<file path="src/rtl/fifo_frame_reader_pkg.sv">
// Shared definitions for fifo_frame_reader: FSM state encoding, default sync bytes,
// payload index width and the helper that says which states present a byte.
package fifo_frame_pkg;

    localparam int PIDX_W = 12;
    localparam int ST_W   = 3;

    localparam logic [7:0] SYNC0_DEF = 8'hA5;
    localparam logic [7:0] SYNC1_DEF = 8'h5A;

    typedef logic [ST_W-1:0] state_t;

    localparam state_t ST_IDLE    = 3'd0;
    localparam state_t ST_SYNC0   = 3'd1;
    localparam state_t ST_SYNC1   = 3'd2;
    localparam state_t ST_SEQ     = 3'd3;
    localparam state_t ST_FETCH   = 3'd4;
    localparam state_t ST_CAPT    = 3'd5;
    localparam state_t ST_PAYLOAD = 3'd6;
    localparam state_t ST_CSUM    = 3'd7;

    // States in which tx_data carries a byte for the transmitter.
    function automatic logic is_tx_state(input state_t s);
        return (s == ST_SYNC0) || (s == ST_SYNC1) || (s == ST_SEQ) ||
               (s == ST_PAYLOAD) || (s == ST_CSUM);
    endfunction

endpackage

</file>
<file path="src/rtl/fifo_frame_reader_csum8.sv">
// frame_csum8: 8-bit additive checksum, cleared at frame start, accumulated per accepted byte.
// Present only when FIFO_FRAME_READER_CSUM_EN is defined; sum_o is the registered running total.
`ifdef FIFO_FRAME_READER_CSUM_EN
module frame_csum8 (
    input  logic       clk,
    input  logic       rst,
    input  logic       clr_i,
    input  logic       acc_en_i,
    input  logic [7:0] din_i,
    output logic [7:0] sum_o
);

    logic [7:0] sum_q, sum_d;

    always_comb begin
        sum_d = sum_q;
        if (clr_i) begin
            sum_d = 8'h00;
        end else if (acc_en_i) begin
            sum_d = sum_q + din_i;
        end
    end

    always_ff @(posedge clk) begin
        if (rst) begin
            sum_q <= 8'h00;
        end else begin
            sum_q <= sum_d;
        end
    end

    assign sum_o = sum_q;

endmodule
`endif

</file>
<file path="src/rtl/fifo_frame_reader.sv">
// Drains one FRAME_LEN payload from the byte FIFO as SYNC0 SYNC1 SEQ payload [CSUM when FIFO_FRAME_READER_CSUM_EN].
// Latency: first byte valid 1 cycle after start; header bytes 1 cycle, payload bytes 3 cycles (FETCH, CAPT, PAYLOAD).
// Backpressure: tx_valid/tx_ready; byte and tx_eof held while stalled, no FIFO read until the byte is accepted.
module fifo_frame_reader
    import fifo_frame_pkg::*;
#(
    parameter int               WBITS     = 8,
    parameter int               FRAME_LEN = 64,
    parameter logic [WBITS-1:0] SYNC0     = WBITS'(SYNC0_DEF),
    parameter logic [WBITS-1:0] SYNC1     = WBITS'(SYNC1_DEF)
) (
    input  logic             clk,
    input  logic             rst,
    input  logic             en,
    input  logic [WBITS-1:0] fifo_dout,
    input  logic             fifo_empty,
    input  logic [15:0]      fifo_cnt,
    output logic             fifo_rd_en,
    output logic [WBITS-1:0] tx_data,
    output logic             tx_valid,
    input  logic             tx_ready,
    output logic             tx_sof,
    output logic             tx_eof,
    output logic             busy,
    output logic [15:0]      frame_cnt
);

    localparam logic [15:0]       START_CNT = 16'(FRAME_LEN);
    localparam logic [PIDX_W-1:0] LAST_IDX  = PIDX_W'(FRAME_LEN - 1);

    state_t            state_q, state_d;
    logic [PIDX_W-1:0] idx_q, idx_d;
    logic [WBITS-1:0]  data_q, data_d;
    logic [15:0]       frame_cnt_q, frame_cnt_d;
    logic              start;
    logic              hs;
    logic              last_payload;

    assign start        = en && (fifo_cnt >= START_CNT);
    assign tx_valid     = is_tx_state(state_q);
    assign hs           = tx_valid && tx_ready;
    assign last_payload = (idx_q == LAST_IDX);
    assign fifo_rd_en   = (state_q == ST_FETCH) && !fifo_empty;
    assign tx_sof       = (state_q == ST_SYNC0);
    assign busy         = (state_q != ST_IDLE);
    assign frame_cnt    = frame_cnt_q;

`ifdef FIFO_FRAME_READER_CSUM_EN
    logic [7:0] csum;
    logic       csum_clr;
    logic       csum_acc;

    // SEQ and payload bytes are summed as they are accepted; sync bytes are not.
    assign csum_clr = (state_q == ST_IDLE) && start;
    assign csum_acc = hs && ((state_q == ST_SEQ) || (state_q == ST_PAYLOAD));

    frame_csum8 u_csum (
        .clk      (clk),
        .rst      (rst),
        .clr_i    (csum_clr),
        .acc_en_i (csum_acc),
        .din_i    (data_q[7:0]),
        .sum_o    (csum)
    );

    assign tx_data = (state_q == ST_CSUM) ? WBITS'(csum) : data_q;
    assign tx_eof  = (state_q == ST_CSUM);
`else
    assign tx_data = data_q;
    assign tx_eof  = (state_q == ST_PAYLOAD) && last_payload;
`endif

    always_comb begin
        state_d = state_q;
        idx_d   = idx_q;
        data_d  = data_q;
        case (state_q)
            ST_IDLE: begin
                if (start) begin
                    state_d = ST_SYNC0;
                    idx_d   = '0;
                    data_d  = SYNC0;
                end
            end
            ST_SYNC0: begin
                if (hs) begin
                    state_d = ST_SYNC1;
                    data_d  = SYNC1;
                end
            end
            ST_SYNC1: begin
                // frame_cnt only moves on the tx_eof handshake, so this is its value at frame start.
                if (hs) begin
                    state_d = ST_SEQ;
                    data_d  = WBITS'(frame_cnt_q[7:0]);
                end
            end
            ST_SEQ: begin
                if (hs) begin
                    state_d = ST_FETCH;
                end
            end
            ST_FETCH: begin
                if (!fifo_empty) begin
                    state_d = ST_CAPT;
                end
            end
            ST_CAPT: begin
                data_d  = fifo_dout;
                state_d = ST_PAYLOAD;
            end
            ST_PAYLOAD: begin
                if (hs) begin
                    if (last_payload) begin
`ifdef FIFO_FRAME_READER_CSUM_EN
                        state_d = ST_CSUM;
`else
                        state_d = ST_IDLE;
`endif
                    end else begin
                        state_d = ST_FETCH;
                        idx_d   = idx_q + 1'b1;
                    end
                end
            end
`ifdef FIFO_FRAME_READER_CSUM_EN
            ST_CSUM: begin
                if (hs) begin
                    state_d = ST_IDLE;
                end
            end
`endif
            default: begin
                state_d = ST_IDLE;
            end
        endcase
    end

    assign frame_cnt_d = frame_cnt_q + 16'(hs && tx_eof);

    always_ff @(posedge clk) begin
        if (rst) begin
            state_q     <= ST_IDLE;
            idx_q       <= '0;
            data_q      <= '0;
            frame_cnt_q <= 16'h0000;
        end else begin
            state_q     <= state_d;
            idx_q       <= idx_d;
            data_q      <= data_d;
            frame_cnt_q <= frame_cnt_d;
        end
    end

endmodule

</file>
<file path="config.mk">
export PLATFORM = sky130hd
export DESIGN_NAME = fifo_frame_reader
export DESIGN_NICKNAME = d
export VERILOG_FILES = /design/src/rtl/fifo_frame_reader_pkg.sv /design/src/rtl/fifo_frame_reader_csum8.sv /design/src/rtl/fifo_frame_reader.sv
export SDC_FILE = /design/constraint.sdc
export NUM_CORES = 1
export LEC_CHECK = 0
export CAP_MARGIN = 0
export CORE_MARGIN = 3
export CORE_UTILIZATION = 45
export CTS_CLUSTER_DIAMETER = 40
export DETAILED_ROUTE_END_ITERATION = 7
export PLACE_DENSITY = 0.81
export SETUP_SLACK_MARGIN = 0.15
export SLEW_MARGIN = 25
export SYNTH_ARGS = -nofsm -noshare
export SYNTH_HDL_FRONTEND = slang
export SYNTH_SLANG_ARGS = --single-unit
</file>
<file path="constraint.sdc">
create_clock -name clk -period 2.6 [get_ports clk]
set_input_delay 0.52 -clock clk [delete_from_list [all_inputs] [get_ports clk]]
set_output_delay 0.52 -clock clk [all_outputs]
set_load 0.005 [all_outputs]
</file>
==> run summary, run 1 <==
The run finished with clean final reports. By count the netlist is led by sky130_fd_sc_hd__dfxtp_1, sky130_fd_sc_hd__a21oi_1, sky130_fd_sc_hd__nor2_1, sky130_fd_sc_hd__nand2_1, sky130_fd_sc_hd__o21ai_0. Global routing finished with a remaining overflow of 0. TritonCTS built the clock tree. The remaining routing DRC violations was 0.

The count of filler cells inserted in the layout is 356, and the share of layout cells above drive strength 1 is 14.2%. Global-route wire length before repair: 8.22 mm. The DRC violation total after the first TritonRoute iteration was 78. Setup repair after global routing could not meet its margin everywhere. Effective utilization at floorplan: 48.5%. In this run the worst path has a maximum fanout of 6. The netlist uses 46 different library cells. Entering global routing, the biggest net connects 35 pins.

The logs give 0 for the count of final setup violators and 427 MHz for the highest attainable clock frequency. STA classifies the critical path endpoint as an output port. Counting buffers and inverters, the worst setup path is 4 cells deep. The number of placement rows came out at 23. The top cell type by area accounts for 38.8% of the synthesized area. The minimum clock period after layout is 2340 ps, and the sequential-to-total area share from yosys stat is 38.8%. The via count was 1,925; the mean routed wirelength per cell was 14.0 um. Clock tree synthesis inserted a total of 5 buffers.

The path class of the tightest hold or removal check is flip-flop to flip-flop. The cell area that synthesis handed to floorplanning was 2010 um^2. The congestion estimate from routability-driven global placement came to 0.808. Overall power consumption after layout is estimated at 1.34 mW. For the number of global-route vias before repair, the log shows 1,827. In this run the static leakage power is 0.905 nW. The startpoint identified for the worst register-to-register timing path is idx_q[3].

The cell sitting at the root of the clock tree is a sky130_fd_sc_hd__clkbuf_8. Cells fill 66.3% of the core in the end. Power spread over the standard cell area amounts to 488 nW/um^2.

The die covers 5310 um^2. The clock tree synthesis step divided the H-tree into 2 levels. Hold repair after CTS inserted 0 buffers.

The signal on the critical path passes through and4_4 > nand4_1 > nor3_2 > clkdlybuf4s50_1. Summed over all failing endpoints, the final setup total negative slack is 0 ps. The worst register-to-register path ends at frame_cnt[15]. The number of antenna cells inserted is 0.

The worst path buffer plus inverter count works out to 1. The boundary pin count was 58; the insertion delay of the later-clocked pin in the worst-skew pair was 300 ps. Across the run, the number of max-cap violations was 0.

By area the synthesized netlist is led by sky130_fd_sc_hd__dfxtp_1, sky130_fd_sc_hd__a21oi_1, sky130_fd_sc_hd__nor2_1. Summed over all nets, the half-perimeter wirelength after detailed placement is 3.44 mm. In the synthesized netlist the async set-or-reset flop fraction comes to 0%. The depth of the worst register-to-register path was 9. The area growth from synthesis to layout is 36.7%. Buffers placed on the I/O ports in this run total 51.

Overall global routing resource usage: 19.4%. The maximum clock skew at final layout was 8.25 ps; the CTS clock-pin slew for the worst setup and hold paths was 70 ps. The biggest area contributor in the post-synthesis netlist is sky130_fd_sc_hd__dfxtp_1. The count of synthesis-stage warnings from yosys was 0; the detailed-route vias per instance was 5.56. For the residual antenna-violating net count after detailed routing, the log shows 0.

The run gives 0 as the final-report max-slew violation count. The number of enable flip-flop cells after synthesis was 0; the number of register bits inferred by synthesis was 39. The first TritonRoute pass finished after 4 iterations. The run gives 4140 um^2 as the placeable core area. Headroom to the max-slew limit came out at 70.4%. The die is 72.8 um tall. The run gives 1820 ps as the arrival time of data at the critical path endpoint. Startpoint kind of the worst setup timing path: a flip-flop.

In the finished design, the share of the clock period the worst path needs comes to 90.0%. For the clock net sink count, the log shows 39. Yosys instantiated no cell more often than sky130_fd_sc_hd__dfxtp_1. In this run the register-to-register setup slack is 260 ps. The critical path's largest stage delay came out at 530 ps. For the pin with the worst max-slew slack, the measured transition is 440 ps. The kind of critical path was flip-flop to output port. The synthesized instance count came out at 240. Capture point of the critical path: tx_eof.

The largest individual stage delay along the critical path comes from the cell sky130_fd_sc_hd__clkdlybuf4s50_1. The longest clock path from root to sink contains 2 buffers. The count of endpoints failing hold in the final timing report is 0. The kind of cell with the highest combined delay along the critical path is simple AND/OR/NAND/NOR gates.

The tools report the net count reported at finish as 327. Startpoint of the worst setup timing path: idx_q[3]. The sum of routed wire length over all layers is 4.85 mm, and the chip width is 72.8 um. A synthesized cell averages 8.38 um^2. For the data required time of the critical path, the log shows 2080 ps.

The net count after synthesis is 272, and the number of antenna violations at the first check in global routing is 0. IR analysis of the VDD net gives a maximum drop of 0.288 mV. The most used flip-flop cell after synthesis is sky130_fd_sc_hd__dfxtp_1.
==> placed cells by master (no fill, tap or decap), types with 3 or more instances in the layout <==
cell	n
sky130_fd_sc_hd__xnor2_1	8
sky130_fd_sc_hd__nand2b_1	7
sky130_fd_sc_hd__a21oi_1	22
sky130_fd_sc_hd__xor2_1	5
sky130_fd_sc_hd__nand3_1	8
sky130_fd_sc_hd__nand4_1	8
sky130_fd_sc_hd__or3_1	8
sky130_fd_sc_hd__nand2_1	16
sky130_fd_sc_hd__clkbuf_8	5
sky130_fd_sc_hd__nor4_2	3
sky130_fd_sc_hd__a311oi_1	5
sky130_fd_sc_hd__o21ai_0	12
sky130_fd_sc_hd__nor2b_1	4
sky130_fd_sc_hd__nor4_1	4
sky130_fd_sc_hd__buf_4	9
sky130_fd_sc_hd__inv_1	6
sky130_fd_sc_hd__dfxtp_1	36
sky130_fd_sc_hd__o31ai_1	4
sky130_fd_sc_hd__clkdlybuf4s50_1	51
sky130_fd_sc_hd__dfxtp_2	3
sky130_fd_sc_hd__or4_1	3
sky130_fd_sc_hd__nor2_1	21
sky130_fd_sc_hd__a221o_2	3
sky130_fd_sc_hd__nor3_1	9
==> how the worst min path moves through the flow <==
stage	start	end	slack, ps	cells after the start
after floorplan	idx_q[5]	idx_q[5]	450	2
after global placement	tx_data[0]	tx_data[0]	450	2
after detailed placement	tx_data[0]	tx_data[0]	460	2
after CTS	tx_data[0]	tx_data[0]	470	2
after global routing	tx_data[5]	tx_data[5]	510	2
final	tx_data[0]	tx_data[0]	470	2
==> worst reg2reg max path, cell delays in order, from the launching register on <==
cell	delay (ps)
sky130_fd_sc_hd__dfxtp_1	390
sky130_fd_sc_hd__and4_4	280
sky130_fd_sc_hd__nand4_1	170
sky130_fd_sc_hd__buf_4	190
sky130_fd_sc_hd__nor2_1	110
sky130_fd_sc_hd__ha_1	200
sky130_fd_sc_hd__nand3_1	140
sky130_fd_sc_hd__nor4_1	420
sky130_fd_sc_hd__a21oi_1	130
sky130_fd_sc_hd__a31o_2	220
==> stage by stage <==
step                hold slack, ps  cells  worst slack, ps  instance area (um^2)
floorplan                      445    240              504                  2010
global placement               454    337              184                  2590
detailed placement             461    337              167                  2590
CTS                            472    346              153                  2720
global route                   514    346              105                  2750
finish                         470    346              260                  2750
==> kinds of logic (layout without fill, tap and decap cells) <==
logic type                 after synthesis  count (layout)  synth area share [%]
muxes                                    1               1                 0.498
DFF                                     39              39                  38.8
adders and majority gates                3               3                  1.87
xor gates and xnor gates                13              13                  5.66
and+or+nand+nor                        108             108                  29.9
buffers and inverters                   18              74                  3.80
AOI/OAI and AO/OA                       58              58                  19.4
==> routing by layer <==
metal | up-vias | part of all wire (%) | global-route usage (%) | wire (um)
met5 | - | 0 | 0 | 0
met4 | 0 | 1.8 | 7.79 | 89
met3 | 9 | 3.7 | 4.13 | 181
met2 | 44 | 47 | 29.8 | 2270
met1 | 878 | 48 | 26.6 | 2310
li1 | 994 | - | - | -
==> cell type report <==
class / instances / area [um^2] / share of cell area [%]
inverter: 6 / 22.5 / 0.820
clock inverter: 3 / 43.8 / 1.59
multi-input combinational: 183 / 1190 / 43.2
clock buffer: 5 / 68.8 / 2.50
timing repair buffer: 60 / 578 / 21.0
tap: 50 / 62.6 / 2.28
sequential: 39 / 785 / 28.6
==> repair_timing <==
item,CTS,global route
pin swaps,1,2
endpoints found under the hold margin,0,0
buffers inserted,1,0
gates cloned,0,0
endpoints found under the setup margin,1,11
gates resized for setup,3,8
==> state kept, by name (all words and copies together) (netlist names) <==
register   flops
tx_data        8
state_q        3
frame_cnt     16
idx_q         12
==> report_power, final <==
| part | internal (mW) | switching (mW) | leakage (nW) |
|---|---|---|---|
| clock | 0.286 | 0.223 | 0.0581 |
| combinational | 0.117 | 0.0831 | 0.529 |
| sequential | 0.617 | 0.0166 | 0.317 |
Note: power is estimated with default switching activity, not from simulation.
==> inputs of run 2 (changes only) <==
--- a/config.mk
+++ b/config.mk
@@ -6,11 +6,11 @@
 export NUM_CORES = 1
 export LEC_CHECK = 0
 export CAP_MARGIN = 0
-export CORE_MARGIN = 3
 export CORE_UTILIZATION = 45
-export CTS_CLUSTER_DIAMETER = 40
+export CTS_CLUSTER_DIAMETER = 80
 export DETAILED_ROUTE_END_ITERATION = 7
-export PLACE_DENSITY = 0.81
+export DONT_BUFFER_PORTS = 1
+export PLACE_DENSITY = 0.65
 export SETUP_SLACK_MARGIN = 0.15
 export SLEW_MARGIN = 25
 export SYNTH_ARGS = -nofsm -noshare
==> run summary, run 2 (synthesis gave the netlist of run 1 again) <==
The logs give 300 ps (about the same) for the insertion delay of the later-clocked pin in the worst-skew pair and 0 (unchanged) for the cts-stage hold buffer count. The tools report the clock root buffer as sky130_fd_sc_hd__clkbuf_8 (unchanged). The DRC violation total after the first TritonRoute iteration was 93 (was 78); the final RePlAce weighted congestion was 0.724 (was 0.808). The fraction of power spent switching nets came out at 23.3% (was 24.0%). The post-route clock period utilization is 86.7% (was 90.0%), and the net count reported at finish is 273 (was 327). The overall global routing resource usage is 20.0% (was 19.4%), and the depth of the worst register-to-register path is 9 (unchanged). The overall die area came out at 4740 um^2 (was 5310 um^2). The placeable core area came out at 4140 um^2 (unchanged).

The run gives 2790 ps (was 2080 ps) as the data required time of the critical path. The tools report the total congestion overflow as 0 (unchanged). Number of violations of the max-capacitance limit: 0 (unchanged). The startpoint kind of the worst setup timing path was a flip-flop (unchanged). For the portion of total power attributed to combinational logic, the log shows 9.1% (was 14.9%). The total leakage power was 0.707 nW (was 0.905 nW); the CTS clock-pin slew for the worst setup and hold paths was 80 ps (was 70 ps). The logs give 58 (unchanged) for the boundary pin count and 443 MHz (was 427 MHz) for the highest attainable clock frequency. The highest fanout seen on the critical path was 6 (unchanged); the post-CTS setup repair buffer count was 0 (was 1). The share of layout cells above drive strength 1 came out at 12.4% (was 14.2%). Number of antenna violations at the first check in global routing: 0 (unchanged). The switching power was 297 uW (was 322 uW). Critical-path cell list: and4_1 > nand4_1 > nor2_1 > ha_1 > ha_1 > nand2_1 > nor4_1 > xnor2_1 > nor2_1 (was and4_4 > nand4_1 > nor3_2 > clkdlybuf4s50_1). The half-perimeter wire length after detailed placement is 3.13 mm (was 3.44 mm).

The run gives 2 (unchanged) as the number of levels the H-tree was split into. Type of the tightest min-delay check: input port to flip-flop (was flip-flop to flip-flop). Post-cts repair resize count: 0 (was 3).

Kind of critical path: flip-flop to flip-flop (was flip-flop to output port). The number of buffers added on ports is 0 (was 51), and the number of global-route vias before repair is 1,480 (was 1,827). Cell depth of the worst min-delay path: 1 (was 2). For the area after detailed placement, the log shows 2060 um^2 (was 2590 um^2). The y dimension of the die was 68.8 um (was 72.8 um). The run gives 1.28 mW (was 1.34 mW) as the post-route total power.

The count of final setup violators came out at 0 (unchanged). The slew at the pin closest to its max-slew limit was 499 ps (was 440 ps); the share of total power in the clock network was 41.3% (was 37.9%). The area of all placed cells without fillers was 2190 um^2 (was 2750 um^2); the internal power was 979 uW (was 1.02 mW).

The number of detailed-route iterations in the first pass is 4 (unchanged), and the maximum clock skew at final layout is 10.4 ps (was 8.25 ps). The highest-delay cell along the critical path is sky130_fd_sc_hd__dfxtp_1 (was sky130_fd_sc_hd__clkdlybuf4s50_1). The arrival time of data at the critical path endpoint is 2450 ps (was 1820 ps), and the via count is 1,745 (was 1,925). TritonCTS built the clock tree. The CTS buffer count came out at 5 (unchanged).

Critical path endpoint category: a flip-flop (was an output port). The tools report the hold path startpoint as rst (was tx_data[0]). The sum of routed wire length over all layers is 4.39 mm (was 4.85 mm), and the count of endpoints failing hold in the final timing report is 0 (unchanged).

Buffer levels on the longest clock path: 2 (unchanged). The global-route wire length before repair is 6.99 mm (was 8.22 mm). For the final-report max-slew violation count, the log shows 0 (unchanged). The setup slack after placement was 373 ps (was 167 ps); the areal power density over the cells was 583 nW/um^2 (was 488 nW/um^2).

The critical register-to-register path startpoint is idx_q[2] (was idx_q[3]). For the relative slew slack, the log shows 66.8% (was 70.4%). The critical path's largest stage delay was 390 ps (was 530 ps). The flip-flop count of the largest register after layout is 16 (unchanged).

For the count of filler cells inserted in the layout, the log shows 433 (was 356). The run gives 292 (was 346) as the non-filler instance count after layout. Setup repair after global routing could not meet its margin everywhere. The minimum clock period after layout is 2250 ps (was 2340 ps). The peak ir drop on the vdd network was 0.454 mV (was 0.288 mV); the mean routed wirelength per cell was 15.0 um (was 14.0 um).

Leading cell type in the layout, fill and taps excluded: sky130_fd_sc_hd__dfxtp_1 (was sky130_fd_sc_hd__clkdlybuf4s50_1). The tools report the effective utilization at floorplan as 48.5% (unchanged). The count of placed standard cells including taps is 284 (was 337), and the chip width is 68.8 um (was 72.8 um). For the clock net sink count, the log shows 39 (unchanged).

The number of placement rows is 23 (unchanged), and the residual antenna-violating net count after detailed routing is 0 (unchanged). The run gives 0 (unchanged) as the number of antenna cells inserted. Commonest non-fill, non-tap cells in the layout: sky130_fd_sc_hd__dfxtp_1, sky130_fd_sc_hd__a21oi_1, sky130_fd_sc_hd__nor2_1 (was sky130_fd_sc_hd__clkdlybuf4s50_1, sky130_fd_sc_hd__dfxtp_1, sky130_fd_sc_hd__a21oi_1). The detailed-route vias per instance came out at 5.98 (was 5.56). The startpoint of the worst setup timing path is idx_q[2] (was idx_q[3]).

The area growth from synthesis to layout is 8.84% (was 36.7%), and the summed negative setup slack over all endpoints is 0 ps (unchanged). For the maximum number of pins on one net before global-route repair, the log shows 35 (unchanged). The flow ran to the end, and the final reports show no timing, DRC or antenna violations.

The remaining routing DRC violations is 0 (unchanged). For the worst setup slack after layout, the log shows 345 ps (was 260 ps). The fraction of power consumed by sequential logic came out at 49.6% (was 47.2%).
-- run 2: changes by cell type in the layout (fill, tap and decap cells not counted), moves of 2 or more --
cell                              previous run  this run
sky130_fd_sc_hd__buf_4                       9         6
sky130_fd_sc_hd__clkdlybuf4s50_1            51         0
sky130_fd_sc_hd__dfxtp_1                    36        39
sky130_fd_sc_hd__dfxtp_2                     3         0
sky130_fd_sc_hd__nor3_1                      9        11
sky130_fd_sc_hd__nor3_2                      2         0
sky130_fd_sc_hd__nor4_1                      4         6
sky130_fd_sc_hd__nor4_2                      3         1
-- run 2: through the flow --
stage / hold WS, ps / utilization, %
after floorplan: 445 / -
after global placement: 467 / 49.8
after detailed placement: 475 / 49.8
after CTS: 279 / 52.7
after global routing: 276 / 52.8
final: 289 / 52.8
-- run 2: power by group through the flow --
stage	logic (mW)	registers (mW)	clock network [mW]
after detailed placement	0.117	0.646	0
after global routing	0.131	0.635	0.560
final	0.117	0.633	0.527
after CTS	0.117	0.633	0.535
after floorplan	0.103	0.641	0
after global placement	0.115	0.646	0
-- run 2: layout make-up --
cell class	instances	area (um^2)	share of cell area, %
Tap cell	50	62.6	2.86
Sequential cell	39	781	35.7
Timing Repair Buffer	6	45.0	2.06
Clock inverter	2	35.0	1.60
Clock buffer	6	82.6	3.77
Inverter	6	22.5	1.03
Multi-Input combinational cell	183	1160	53.0
-- run 2: critical path: cells and delay by family, from the launching register on --
kind | cells | cell delay [ps]
XOR/XNOR | 1 | 160
adder cells (fa/ha/maj) | 2 | 410
flip-flops | 1 | 390
AND/OR/NAND/NOR | 6 | 1190
-- run 2: metal layers --
| layer | wire length (um) | GRT usage (%) |
|---|---|---|
| met4 | 59 | 6.89 |
| met1 | 1970 | 26.5 |
| met5 | 0 | 0 |
| met3 | 370 | 7.73 |
| met2 | 1990 | 29.2 |
-- run 2: worst paths after layout --
kind	slack [ps]	to
worst max-delay path	350	frame_cnt[14]
worst min-delay path	290	frame_cnt[12]
worst max register to register	350	frame_cnt[14]
worst min register to register	480	idx_q[5]
